==> src/rtl/imem_loader_pkg.sv <==
// imem_loader_pkg: shared types and constants for the boot-time instruction memory loader
package imem_loader_pkg;
  localparam int IMEM_DEPTH_WORDS = 256;
  localparam int XLEN_WIDTH = 32;
  typedef enum logic [1:0] {LOAD_LEN, LOAD_DATA, LOAD_SUM, DONE} loader_state_t;
endpackage

==> src/rtl/imem_loader_if.sv <==
// imem_loader_if: UART byte input, restart, memory write port and status outputs of the loader
//   master: loader side (consumes rx/restart, drives memory port and status)
//   slave : system side (drives rx/restart, observes memory port and status)
interface imem_loader_if
  import imem_loader_pkg::*;
#(
  parameter int DEPTH_WORDS = IMEM_DEPTH_WORDS
);
  localparam int WL = $clog2(DEPTH_WORDS) + 1;
  logic                  restart;
  logic                  rx_valid;
  logic [7:0]            rx_data;
  logic                  mem_we;
  logic [XLEN_WIDTH-1:0] mem_addr;
  logic [XLEN_WIDTH-1:0] mem_wdata;
  logic                  mem_sel;
  logic                  cpu_hold;
  logic                  load_done;
  logic                  load_error;
  logic [WL-1:0]         words_loaded;
  modport master (
    input  restart, rx_valid, rx_data,
    output mem_we, mem_addr, mem_wdata, mem_sel, cpu_hold, load_done, load_error, words_loaded
  );
  modport slave (
    output restart, rx_valid, rx_data,
    input  mem_we, mem_addr, mem_wdata, mem_sel, cpu_hold, load_done, load_error, words_loaded
  );
endinterface

==> src/rtl/imem_word_packer.sv <==
// imem_word_packer: assembles 4 bytes little-endian into a 32-bit word
//   clk, reset      : clock, async active-high reset
//   i_clear         : restarts the byte count at byte 0
//   i_valid, i_data : incoming byte
//   o_word_valid    : combinational, high while the 4th byte of a group is presented
//   o_word          : packed word, valid with o_word_valid
module imem_word_packer (
  input  logic        clk,
  input  logic        reset,
  input  logic        i_clear,
  input  logic        i_valid,
  input  logic [7:0]  i_data,
  output logic        o_word_valid,
  output logic [31:0] o_word
);
  logic [1:0]  r_cnt;
  logic [31:0] r_word;
  always_ff @(posedge clk or posedge reset) begin
    if (reset) begin
      r_cnt  <= '0;
      r_word <= '0;
    end else if (i_clear) begin
      r_cnt <= '0;
    end else if (i_valid) begin
      r_cnt  <= r_cnt + 2'd1;
      r_word <= {i_data, r_word[31:8]};
    end
  end
  // bytes shift in from the top, so after three bytes r_word[31:8] holds {b2,b1,b0}
  assign o_word_valid = i_valid && r_cnt == 2'd3;
  assign o_word       = {i_data, r_word[31:8]};
endmodule

==> src/rtl/imem_loader.sv <==
// imem_loader: boot loader writing a UART byte image (length word + data words) into instruction memory
//   clk, reset : clock, async active-high reset
//   bus        : imem_loader_if.master (restart, rx byte stream, memory write port, hold/select, status)
//   Optional checksum word after the data: define IMEM_LOADER_CHECKSUM_EN
module imem_loader
  import imem_loader_pkg::*;
#(
  parameter int DEPTH_WORDS = IMEM_DEPTH_WORDS
) (
  input  logic             clk,
  input  logic             reset,
  imem_loader_if.master    bus
);
  localparam int WL = $clog2(DEPTH_WORDS) + 1;
`ifdef IMEM_LOADER_CHECKSUM_EN
  localparam loader_state_t W_TAIL = LOAD_SUM;
`else
  localparam loader_state_t W_TAIL = DONE;
`endif
  loader_state_t         r_state, w_next;
  logic [31:0]           r_n, r_idx;
  logic                  r_we, r_sel, r_hold, r_done, r_err;
  logic [XLEN_WIDTH-1:0] r_addr, r_wdata;
  logic [WL-1:0]         r_cnt;
  logic                  w_wv, w_clear;
  logic [31:0]           w_word;
`ifdef IMEM_LOADER_CHECKSUM_EN
  logic [31:0]           r_sum;
`endif
  imem_word_packer u_packer (
    .clk          (clk),
    .reset        (reset),
    .i_clear      (w_clear),
    .i_valid      (bus.rx_valid && r_state != DONE),
    .i_data       (bus.rx_data),
    .o_word_valid (w_wv),
    .o_word       (w_word)
  );
  always_comb begin
    w_next = r_state;
    if (bus.restart) w_next = LOAD_LEN;
    else if (w_wv) begin
      case (r_state)
        LOAD_LEN:  w_next = w_word == 32'd0 ? W_TAIL : LOAD_DATA;
        LOAD_DATA: w_next = r_idx == r_n - 32'd1 ? W_TAIL : LOAD_DATA;
        LOAD_SUM:  w_next = DONE;
        default:   w_next = r_state;
      endcase
    end
  end
  // the byte counter restarts on every state entry and on restart
  assign w_clear = bus.restart || w_next != r_state;
  always_ff @(posedge clk or posedge reset) begin
    if (reset) begin
      r_state <= LOAD_LEN;
      r_n     <= '0;
      r_idx   <= '0;
      r_we    <= 1'b0;
      r_addr  <= '0;
      r_wdata <= '0;
      r_sel   <= 1'b1;
      r_hold  <= 1'b1;
      r_done  <= 1'b0;
      r_err   <= 1'b0;
      r_cnt   <= '0;
`ifdef IMEM_LOADER_CHECKSUM_EN
      r_sum   <= '0;
`endif
    end else begin
      r_state <= w_next;
      r_we    <= 1'b0;
      if (bus.restart) begin
        r_idx  <= '0;
        r_cnt  <= '0;
        r_done <= 1'b0;
        r_err  <= 1'b0;
        r_sel  <= 1'b1;
        r_hold <= 1'b1;
`ifdef IMEM_LOADER_CHECKSUM_EN
        r_sum  <= '0;
`endif
      end else if (r_state == DONE) begin
        // release lands one edge after DONE entry, i.e. after the final write pulse
        r_sel  <= 1'b0;
        r_hold <= 1'b0;
        r_done <= 1'b1;
      end else if (w_wv) begin
        if (r_state == LOAD_LEN) begin
          r_n   <= w_word;
          r_idx <= '0;
          if (w_word > 32'(DEPTH_WORDS)) r_err <= 1'b1;
`ifdef IMEM_LOADER_CHECKSUM_EN
          r_sum <= '0;
`endif
        end else if (r_state == LOAD_DATA) begin
          r_idx <= r_idx + 32'd1;
          if (r_idx < 32'(DEPTH_WORDS)) begin
            r_we    <= 1'b1;
            r_addr  <= {r_idx[29:0], 2'b00};
            r_wdata <= w_word;
            r_cnt   <= r_cnt + WL'(1);
          end
`ifdef IMEM_LOADER_CHECKSUM_EN
          r_sum <= r_sum + w_word;
`endif
        end
`ifdef IMEM_LOADER_CHECKSUM_EN
        else if (r_state == LOAD_SUM && w_word != r_sum) r_err <= 1'b1;
`endif
      end
    end
  end
  assign bus.mem_we       = r_we;
  assign bus.mem_addr     = r_addr;
  assign bus.mem_wdata    = r_wdata;
  assign bus.mem_sel      = r_sel;
  assign bus.cpu_hold     = r_hold;
  assign bus.load_done    = r_done;
  assign bus.load_error   = r_err;
  assign bus.words_loaded = r_cnt;
endmodule

==> src/flat_wrapper.sv <==
// flat-port wrapper written by rule: the top's interface ports become plain ports
module imem_loader_flat import imem_loader_pkg::*;
#(
  parameter int DEPTH_WORDS = IMEM_DEPTH_WORDS
)
  (clk, reset, bus_restart, bus_rx_valid, bus_rx_data, bus_mem_we, bus_mem_addr, bus_mem_wdata, bus_mem_sel, bus_cpu_hold, bus_load_done, bus_load_error, bus_words_loaded);
  imem_loader_if #(.DEPTH_WORDS(DEPTH_WORDS)) bus_i ();
  input  logic clk;
  input  logic reset;
  input wire logic [$bits(bus_i.restart)-1:0] bus_restart;
  input wire logic [$bits(bus_i.rx_valid)-1:0] bus_rx_valid;
  input wire logic [$bits(bus_i.rx_data)-1:0] bus_rx_data;
  output wire logic [$bits(bus_i.mem_we)-1:0] bus_mem_we;
  output wire logic [$bits(bus_i.mem_addr)-1:0] bus_mem_addr;
  output wire logic [$bits(bus_i.mem_wdata)-1:0] bus_mem_wdata;
  output wire logic [$bits(bus_i.mem_sel)-1:0] bus_mem_sel;
  output wire logic [$bits(bus_i.cpu_hold)-1:0] bus_cpu_hold;
  output wire logic [$bits(bus_i.load_done)-1:0] bus_load_done;
  output wire logic [$bits(bus_i.load_error)-1:0] bus_load_error;
  output wire logic [$bits(bus_i.words_loaded)-1:0] bus_words_loaded;
  assign bus_i.restart = bus_restart;
  assign bus_i.rx_valid = bus_rx_valid;
  assign bus_i.rx_data = bus_rx_data;
  assign bus_mem_we = bus_i.mem_we;
  assign bus_mem_addr = bus_i.mem_addr;
  assign bus_mem_wdata = bus_i.mem_wdata;
  assign bus_mem_sel = bus_i.mem_sel;
  assign bus_cpu_hold = bus_i.cpu_hold;
  assign bus_load_done = bus_i.load_done;
  assign bus_load_error = bus_i.load_error;
  assign bus_words_loaded = bus_i.words_loaded;
  imem_loader #(.DEPTH_WORDS(DEPTH_WORDS)) u_core (.clk(clk), .reset(reset), .bus(bus_i));
endmodule
==> config.mk <==
export PLATFORM = sky130hd
export DESIGN_NAME = imem_loader_flat
export DESIGN_NICKNAME = d
export VERILOG_FILES = /design/src/rtl/imem_loader_pkg.sv /design/src/rtl/imem_loader_if.sv /design/src/rtl/imem_word_packer.sv /design/src/rtl/imem_loader.sv /design/src/flat_wrapper.sv
export SDC_FILE = /design/constraint.sdc
export NUM_CORES = 1
export LEC_CHECK = 0
export ABC_AREA = 1
export CORE_UTILIZATION = 44
export CTS_CLUSTER_DIAMETER = 80
export DETAILED_ROUTE_END_ITERATION = 7
export PLACE_DENSITY = 0.66
export SETUP_SLACK_MARGIN = 0.1
export SLEW_MARGIN = 10
export SYNTH_ARGS = -nofsm -noshare
export SYNTH_HDL_FRONTEND = slang
export SYNTH_SLANG_ARGS = --single-unit
==> constraint.sdc <==
create_clock -name clk -period 5.95 [get_ports clk]
set_input_delay 0.8925 -clock clk [delete_from_list [all_inputs] [get_ports clk]]
set_output_delay 0.8925 -clock clk [all_outputs]
set_load 0.05 [all_outputs]
### Word-level counts from Yosys, hierarchy flattened

Index checks and enable logic that the tools add are counted.

| cells by class | value |
|---|---|
| equality and inequality tests | 9 |
| order comparisons | 2 |
| bitwise operators | 4 |
| reduce and logical (&&, ||, !) cells | 19 |
| $add $sub $neg | 4 |
| mux-type cells | 33 |

Operators by type and width:

| cell | number |
|---|---|
| $mux W32 | 5 |
| $mux W9 | 6 |
| $add A32 B1 Y32 const B | 1 |
| $eq A32 B32 Y1 | 1 |
| $gt A32 B9 Y1 const B | 1 |
| $logic_not A32 Y1 | 1 |
| $lt A32 B9 Y1 const B | 1 |
| $sub A32 B1 Y32 const B | 1 |
| $mux W1 | 15 |
| $reduce_bool A2 Y1 | 7 |
| $mux W2 | 6 |
| $add A9 B1 Y9 const B | 1 |
| $reduce_and A4 Y1 | 2 |
| $eq A2 B2 Y1 const B | 3 |
| $ne A2 B2 Y1 const B | 3 |
| $pmux W2 S3 | 1 |
| $reduce_and A6 Y1 | 1 |
| $reduce_and A5 Y1 | 1 |
| $not A1 Y1 | 4 |
| $reduce_and A3 Y1 | 1 |
| $reduce_bool A3 Y1 | 1 |
| $add A2 B1 Y2 const B | 1 |
| $eq A2 B1 Y1 const B | 1 |
| $logic_and A1 B1 Y1 | 2 |
| other kinds (4) | 4 |

| storage, ports and cells | value |
|---|---|
| register bits after elaboration | 175 |
| logic and storage cells | 83 |

### Longest topological paths before layout

Gate-level depths: netlist of run 1.

| depth | value |
|---|---|
| word-level depth | 10 |
| depth in mapped cells | 20 |

### Cells and area by module

From an unflattened synthesis of run 1, not the netlist that was laid out.

| unflattened totals | value |
|---|---|
| cells, all modules | 1,134 |
| area total of the unflattened synthesis | 8,752.1 µm² |

Modules (own cells, without submodules):

| module | times used | seq. area each (µm²) | area each (µm²) | cells each |
|---|---|---|---|---|
| imem_loader | 1 | 3,529.6 | 7,619.8 | 1,007 |
| imem_word_packer | 1 | 650.6 | 1,132.3 | 127 |

### Worst setup path after synthesis of run 1

Ideal clock, no wire load.

| timing | value |
|---|---|
| path kind | input -> register |
| from | in bus_rx_valid |
| to | reg u_core.r_idx[13] |
| slack | 3.591 ns |
| buffers on the path | 1 |
| stages | 10 |
| data arrival time | 2.236 ns |
| cells stage by stage | nand2_1 -> nor2_1 -> a21oi_1 -> clkbuf_1 -> nor3_1 -> nand2_1 -> nor2_1 -> nand3_1 -> o21ai_0 -> a21oi_1 |

| on the way | value |
|---|---|
| cells in the longest elaborated chain, start to end | 4 |

Ends and longest elaborated chain:

| what | line | text |
|---|---|---|
| from (decl) | flat_wrapper.sv:11 | `input wire logic [$bits(bus_i.rx_valid)-1:0] bus_rx_valid;` |
| $logic_and A1 B1 Y1 | imem_loader.sv:34 | `.i_valid (bus.rx_valid && r_state != DONE),` |
| $logic_and A1 B1 Y1 | imem_word_packer.sv:30 | `assign o_word_valid = i_valid && r_cnt == 2'd3;` |
| $reduce_bool A2 Y1 (no source line) | - |  |
| $reduce_and A3 Y1 (no source line) | - |  |
| to (signal assigned) | imem_loader.sv:96 | `r_idx <= r_idx + 32'd1;` |
| to (decl) | imem_loader.sv:21 | `logic [31:0] r_n, r_idx;` |

No other way between the ends.
A chain may end at the register's enable or synchronous reset.

### Final worst setup path of run 1

| timing | value |
|---|---|
| from | in bus_rx_valid |
| to | reg u_core.r_wdata[31], in the netlist u_core.bus.mem_wdata[31] |

| on the way | value |
|---|---|
| cells in the longest elaborated chain, start to end | 3 |

Ends and longest elaborated chain:

| what | line | text |
|---|---|---|
| $logic_and A1 B1 Y1 | imem_loader.sv:34 |  |
| $logic_and A1 B1 Y1 | imem_word_packer.sv:30 |  |
| $reduce_and A6 Y1 (no source line) | - |  |
| to (signal assigned) | imem_loader.sv:100 | `r_wdata <= w_word;` |
| to (decl) | imem_loader.sv:23 | `logic [XLEN_WIDTH-1:0] r_addr, r_wdata;` |

No other way between the ends.

==> impl_summary.md, run 1 <==
Status
The run finished with clean final reports.

Placed design
The routability congestion estimate from global placement is 0.893. The count of buffers added on input and output ports is 87. Prior to clock tree synthesis, the placed netlist has a worst setup slack of 2.12 ns. Once placement completed, the tool counted placed cells totaling 1407. Once detailed placement completed, the half-perimeter wirelength came to 15500 µm.

CTS
The number of gates resized after CTS was 0. The clock edge transition at the registers on the reported setup and hold paths is 0.07 ns. In this run, post-CTS hold repair placed 0 buffers.

TritonCTS built the clock tree. The clock passes through at most 2 buffers. The clock buffer count from CTS is 17.

The CTS root buffer is sky130_fd_sc_hd__clkbuf_16. The CTS H-tree depth is 4. After clock tree synthesis, the setup repair step added 0 buffers. Counting every sink on the clock net gives 167. The insertion delay to the later sink of the worst-skew pair is 0.43 ns.

Min path
The worst min-delay path class is reg2reg.

Routing
Signal routing reaches up to met4. The number of vias per cell after detailed routing is 5.08. The number of remaining DRC errors is 0. The antenna violation net count after detailed routing is 0. The total iterations of the first detailed-routing run is 5.

The length of routed met2 wiring is 9910 µm. The count of routing violations after the opening detailed-route iteration is 560. Wire segments on met3 add up to 1220 µm in the final route.

The routed metal-1 wirelength is 9620 µm. The routed layout has 7312 vias. The wire length after detailed routing is 21100 µm. The average wire per standard cell is 14.6 µm.

Layout
The final-layout fill cell count is 1773. The number of standard cells in the final layout excluding fillers is 1439. The multi-input combinational cells in the finished layout cover a total of 3580 µm². The share of cells above drive strength 1 is 0.0679. The area taken by flip-flops and latches is 4180 µm². At the end of the flow the core is filled with cells to 0.543. The net count of the finished layout is 1182.

The area growth from synthesis to final layout is 20.0%. The antenna diode count is 0.

Power and ir drop
The analysis attributes to cell leakage a power of 4.81 nW. The worst supply voltage drop on vdd is 0.199 mV. For this design the ratio of total power to cell area is 279 nW/µm². Power comes to 2.85 mW.

Setup path
The startpoint identified for the worst register-to-register timing path is u_core.r_idx[10]. The kind of start point of the critical path is an input pin. The source of the critical timing path is bus_rx_valid.

For this run, the slowest stage of the critical path takes 0.49 ns. The type of destination of the critical path is a register. The arrival time of data at the critical path endpoint is 3.63 ns. The critical path in this run is classified as in2reg. The reg-to-reg setup timing slack is 2.77 ns. For the worst setup path, the data required time is 6.19 ns. The critical path goes through clkdlybuf4s50_1, nand2_1, nor2_1, inv_1, nor2_1, and2_2, inv_2, nor2_4, buf_4, inv_2, nand2_1, o21ai_0. Following the worst setup path forward leads to its endpoint at u_core.bus.mem_wdata[31]. Counting both buffers and inverters, the worst setup path holds a total of 5. The number of cells on the critical path is 12. The kind of cell with the highest combined delay along the critical path is buffers and inverters. The destination of the worst register-to-register timing path is u_core.bus.mem_wdata[31]. The worst register-to-register path has a depth of 11.

On the critical path, the stage with the largest delay is an instance of sky130_fd_sc_hd__inv_2. Along the worst path, the maximum fanout reaches 74.

Yosys
Yosys printed 0 warnings. The share of the yosys chip area belonging to registers is 0.491. The number of different library cells used by synthesis comes to 45. The share of flip-flops with an asynchronous set or reset after synthesis is 1.00. After synthesis the netlist holds a flip-flop and latch count of 167. The top flip-flop cell by instance count after synthesis is sky130_fd_sc_hd__dfrtp_1.

The cell area that synthesis handed to floorplanning was 8520 µm². The post-synthesis average cell area is 7.81 µm². The post-synthesis cell count is 1090. The count of flip-flops with a built-in enable after synthesis is 0.

STA
The transition time at the pin with the least slew margin is 1.07 ns. The number of max-slew violations in the final report came to 0. The count of final setup violators is 0. The count of final hold-check violations is 0. Setup repair after global routing left no endpoint under its margin. Summed over all failing endpoints, the final setup total negative slack is 0 ns.

Static timing analysis puts the maximum clock frequency at 295 MHz. The time the final worst path needs with I/O delays and setup is 3.39 ns. Of the available clock period, the critical path in the final layout requires 0.569.

For the final database, setup skew stands at 0.0115 ns. After layout, the worst setup slack is 2.56 ns. Measured against its own limit, the worst slew margin works out to 0.287.

Die
For this configuration, the core starts out at a cell density of 0.452. Pin placement for this block handled 90 I/O pins. The die is 141 µm tall. After floorplanning, the core was divided into 50 placement rows.

The die covers 19900 µm². The total core area is 18800 µm². The die is 141 µm wide.

Global routing
Summed over all layers, the global routing overflow is 0. The first-pass GRT wire length is 35500 µm. For this run, the total global-route usage over all layers was measured as 0.227. The initial antenna violation count is 0.

The via count of the first global-routing pass was 6969. The maximum number of pins on one net before global-route repair is 90.

Job
The max-capacitance violation count is 0.
-- state kept, by name, indices dropped and copies added (netlist names) --
name / cells
u_core.bus.mem_addr: 30
u_core.bus.words_loaded: 9
u_core.bus.cpu_hold: 1
u_core.u_packer.r_word: 24
u_core.bus.load_done: 1
u_core.bus.load_error: 1
u_core.r_n: 32
u_core.u_packer.r_cnt: 2
u_core.bus.mem_wdata: 32
u_core.r_idx: 32
u_core.r_state: 2
u_core.bus.mem_we: 1
-- cells in the mapped netlist (5+ instances only) --
library cell	number	area [µm²]
sky130_fd_sc_hd__nor3_1	18	90.1
sky130_fd_sc_hd__nor2_2	7	43.8
sky130_fd_sc_hd__nor2_4	6	67.6
sky130_fd_sc_hd__nor2_1	117	439
sky130_fd_sc_hd__o21ai_1	18	90.1
sky130_fd_sc_hd__nand3b_1	8	60.1
sky130_fd_sc_hd__dfrtp_1	166	4150
sky130_fd_sc_hd__nor4_1	11	68.8
sky130_fd_sc_hd__xnor2_1	13	114
sky130_fd_sc_hd__buf_2	9	45.0
sky130_fd_sc_hd__nand4_1	49	307
sky130_fd_sc_hd__inv_2	7	26.3
sky130_fd_sc_hd__a21oi_1	38	190
sky130_fd_sc_hd__clkbuf_1	19	71.3
sky130_fd_sc_hd__nand2_1	281	1050
sky130_fd_sc_hd__nand3_1	38	190
sky130_fd_sc_hd__xor2_1	15	131
sky130_fd_sc_hd__inv_1	144	541
sky130_fd_sc_hd__buf_4	5	37.5
sky130_fd_sc_hd__mux2_2	7	78.8
sky130_fd_sc_hd__o21ai_0	70	350
-- power by group --
part           internal (mW)  switching, mW
Combinational          0.129          0.238
Sequential              1.22          0.104
Clock                  0.645          0.517
-- through the flow --
step	hold WS (ns)	instance area, µm²
floorplan	0.442	8520
global placement	0.459	9590
detailed placement	0.466	9590
CTS	0.482	10200
global route	0.504	10200
finish	0.481	10200
-- final cells by class --
| cell class | count | area share |
|---|---|---|
| clock buffers | 17 | 0.0416 |
| clock inverters | 15 | 0.0200 |
| inverters | 152 | 0.0563 |
| multi-input cells | 733 | 0.350 |
| flip-flops and latches | 167 | 0.409 |
| well taps | 260 | 0.0318 |
| repair buffers | 95 | 0.0911 |
-- routing by layer --
| layer | GRT usage | vias to the layer above |
|---|---|---|
| met1 | 0.306 | 3466 |
| met3 | 0.0520 | 21 |
| met2 | 0.367 | 196 |
| met4 | 0.0635 | 0 |
| met5 | 0 | - |
| li1 | - | 3629 |
-- cell families (layout without fill, tap and decap cells) --
group,count (synthesis),in the layout,synth area share
xor gates and xnor gates,28,28,0.0288
buffers and inverters,191,279,0.0904
DFF,167,167,0.491
muxes,7,7,0.00926
other,1,2,0.000440
and+or+nand+nor,552,552,0.288
adders and majority gates,4,4,0.00588
AOI/OAI and AO/OA,140,140,0.0865
-- how the worst min path moves through the flow --
stage	startpoint	to	depth (start not counted)
2_1_floorplan	u_core.u_packer.r_word[12]	u_core.u_packer.r_word[12]	2
3_3_place_gp	u_core.bus.mem_wdata[9]	u_core.bus.mem_wdata[9]	2
3_5_place_dp	u_core.bus.mem_wdata[9]	u_core.bus.mem_wdata[9]	2
4_1_cts	u_core.bus.mem_wdata[9]	u_core.bus.mem_wdata[9]	2
5_1_grt	u_core.bus.mem_addr[4]	u_core.bus.mem_addr[4]	2
6_report	u_core.bus.mem_wdata[12]	u_core.bus.mem_wdata[12]	2
-- cells in the final DEF, fill, tap and decap left out, drive strengths merged, types with 13 or more instances in the layout --
master         Yosys  routed
nand2            285     285
dfrtp            166     166
inv              151     158
nor2             130     130
o21ai             88      88
clkdlybuf4s50      0      87
nand4             49      49
nand3             41      41
a21oi             38      38
nor3              19      19
clkbuf            19      17
xor2              15      15
xnor2             13      13
-- tightest hold or removal path, stage by stage (launching register included) --
cell                      delay (ns)
sky130_fd_sc_hd__dfrtp_1        0.34
sky130_fd_sc_hd__nand2_1        0.06
sky130_fd_sc_hd__nand2_1        0.05
(Power assumes the default switching activity.)
==> run 2: changes to the inputs <==
PLACE_DENSITY = 0.68   (was 0.66)
clock period = 2.8 ns   (was 5.95 ns; I/O delays follow)
==> run 2 against run 1 <==
Effect of this change: cell count increased by 1.2%; die area stayed put; flip-flop and latch count is the same; clock power up 110%; first-iteration DRC count shrank 14%; count of clock-buffer cells in the layout did not move; sequential share of layout area shrank 0.83 points; largest cell class unchanged; highest routed layer unchanged.
==> impl_summary.md, run 2 (synthesis gave the netlist of run 1 again) <==
Status
The run finished with clean final reports.

Power and ir drop
The power density over the cells is 581 nW/µm² (+110%). The worst supply voltage drop on vdd was 0.379 mV (+91%). The leakage power figure was 4.90 nW (+1.8%).

Setup path
The endpoint required time on the critical path is 3.17 ns (-3.02 ns). The largest individual stage delay along the critical path comes from the cell sky130_fd_sc_hd__dfrtp_1. The startpoint identified for the worst register-to-register timing path is u_core.r_n[3]. The reg-to-reg setup timing slack is 0.35 ns (-2.42 ns). The biggest fanout along the worst timing path is 12 (-84%). The combined buffer and inverter count along the critical path is 2 (-3). The category of the critical setup timing path is reg2reg. Walking the worst path, the cells encountered are nor2_4, nand2_1, nor2_4, buf_4, nand3b_1, nand2_1, nand2_1, inv_1, nand2_1, nor2_1, nand2_1, nor2_1, nand2_1, nand2_2, nand3_4, nand3_2, nand2_1, nand2_1. The destination of the worst register-to-register timing path is u_core.u_packer.r_word[18]. The arrival time of data at the critical path endpoint was 2.82 ns (-0.81 ns). The most used cell along the critical path is sky130_fd_sc_hd__nand2_1. STA classifies the critical path startpoint as a register. The type of destination of the critical path is a register.

The longest individual stage delay on the worst path is 0.46 ns (-0.03 ns). The family with the most delay on the worst path is simple AND/OR/NAND/NOR gates. The count of cells along the worst register-to-register path came to 18 (+7).

Layout
In the layout the commonest cells are sky130_fd_sc_hd__nand2_1 (280), sky130_fd_sc_hd__dfrtp_1 (166), sky130_fd_sc_hd__inv_1 (142). The final core utilization was 0.554 (+0.0113). The number of nets in the final layout is 1199 (+1.4%). The library cell used most frequently in the layout, excluding fill and tap cells, is sky130_fd_sc_hd__nand2_1. The area growth from synthesis to final layout is 22.5%. The share of cells above drive strength 1 is 0.0870 (+0.0191). The post-layout instance area is 10400 µm² (+2.1%).

The antenna diode count is 0 (unchanged).

CTS
The count of hold-fix buffers inserted at cts came to 0 (unchanged). The CTS H-tree depth was 4 (unchanged). The number of buffers between clock root and the deepest sink is 2 (unchanged). The insertion delay to the later sink of the worst-skew pair is 0.43 ns (about the same).

The clock edge transition at the registers on the reported setup and hold paths is 0.07 ns (about the same). The CTS root buffer is sky130_fd_sc_hd__clkbuf_16. The clock buffer count from CTS was 17 (unchanged). The TritonCTS clock tree is built. The total number of clock tree sinks is 167 (unchanged).

Die
The horizontal extent of the die came to 141 µm (unchanged). The initial core utilization is 0.452 (unchanged). The site row count was 50 (unchanged). The die height is 141 µm (unchanged).

The total core area is 18800 µm² (unchanged). The number of top-level pins came to 90 (unchanged). The area enclosed by the die boundary is 19900 µm² (unchanged).

STA
The aggregate negative setup slack is 0 ns (unchanged). The transition time at the pin with the least slew margin is 0.721 ns (-0.347 ns). The post-route clock skew is 0.00945 ns (-0.00207 ns).

The count of final hold-check violations came to 0 (unchanged). The time the final worst path needs with I/O delays and setup is 2.45 ns. Dividing the final minimum period by the clock period gives 0.874. The maximum frequency from static timing analysis is 409 MHz.

The count of final setup violators came to 0 (unchanged). Setup repair after global routing left no endpoint under its margin. The headroom to the max-slew limit was 0.519 (+0.232). The number of max-slew violations in the final report is 0 (unchanged). The worst setup slack after layout is 0.353 ns (-2.21 ns).

Routing
The routed metal-1 wirelength is 9850 µm (+2.4%). The wire length after detailed routing is 21500 µm (+2.0%). The count of routing violations after the opening detailed-route iteration was 482 (-14%). The vias after detailed routing is 7374 (+0.85%). The total iterations of the first detailed-routing run is 6 (+1). The length of routed met2 wiring came to 10100 µm (+1.5%). The number of remaining DRC errors came to 0 (unchanged). The number of vias per cell after detailed routing was 5.06 (-0.33%). The average wire per standard cell was 14.8 µm (+0.81%).

The length of routed met3 wiring is 1270 µm (+4.2%). The antenna violation net count after detailed routing is 0 (unchanged). The uppermost layer routed is met4.

Placed design
The count of buffers from port buffering is 87 (unchanged). The final HPWL from detailed placement is 15800 µm (+2.0%). The post-placement cell area is 9720 µm² (+1.4%). The setup slack at placement is -0.0619 ns (-2.18 ns). The routability congestion estimate from global placement is 0.945 (+5.8%).

Global routing
The initial antenna violation count is 0 (unchanged). The leftover overflow at the end of global routing came to 0 (unchanged). The first-pass GRT wire length came to 35600 µm (+0.31%). The via count of the first global-routing pass is 7075 (+1.5%). The maximum number of pins on one net before global-route repair is 49 (-46%). The total track usage is 0.227 (about the same).

Min path
The worst min-delay path class is in2async.

Job
The max-capacitance violation count is 0 (unchanged).
run 2: cell count changes in the layout (fill, tap and decap cells not counted), sizes merged:
cell	change
inv	-2
clkinvlp	+3
buf	+16
nand3	+1
clkinv	-1
run 2: how the worst max path moves through the flow:
stage                        start                          to  depth (start not counted)
finish               u_core.r_n[3]  u_core.u_packer.r_word[18]                         18
global route         u_core.r_n[8]  u_core.u_packer.r_word[26]                         17
CTS                  u_core.r_n[0]   u_core.u_packer.r_word[8]                         17
detailed placement  bus_rx_data[7]   u_core.u_packer.r_word[8]                         10
global placement    bus_rx_data[7]  u_core.u_packer.r_word[30]                         10
floorplan                    reset        u_core.bus.load_done                          1
run 2: area by class of cell:
class | instances | area [µm²]
multi-input combinational | 734 | 3630
inverter | 152 | 574
tap | 260 | 325
clock buffer | 17 | 425
fill | 1754 | 8400
sequential | 167 | 4180
clock inverter | 15 | 190
timing repair buffer | 111 | 1100
run 2: report_power, final:
part           leakage [nW]  switching (mW)  total, mW  internal (mW)
logic                  2.51           0.520      0.815          0.295
registers              2.09           0.228       2.81           2.58
clock network         0.296            1.07       2.43           1.36
run 2: per-layer routing:
layer | vias up | GRT usage
met5 | - | 0
met4 | 0 | 0.0463
met3 | 25 | 0.0618
met2 | 193 | 0.371
met1 | 3475 | 0.303
li1 | 3681 | -
run 2: per-stage QoR:
step / power, mW / std cells / hold slack [ns]
after floorplan: 3.37 / 1091 / 0.442
after global placement: 3.62 / 1420 / 0.460
after detailed placement: 3.63 / 1420 / 0.464
after CTS: 6.07 / 1452 / 0.336
after global routing: 6.34 / 1456 / 0.348
final: 6.06 / 1456 / 0.338
run 2: what timing repair did:
| item | CTS | global route |
|---|---|---|
| hold endpoints to repair | 0 | 0 |
| endpoints found under the setup margin | 0 | 26 |
| setup buffers | 0 | 3 |
| resized for setup | 0 | 14 |
==> run 3: changes to the inputs <==
HOLD_SLACK_MARGIN = 0.02   (was unset)
SLEW_MARGIN = 5   (was 10)
==> results of run 3 <==
No change in the layout: final DEF, timing and power equal those of run 2.
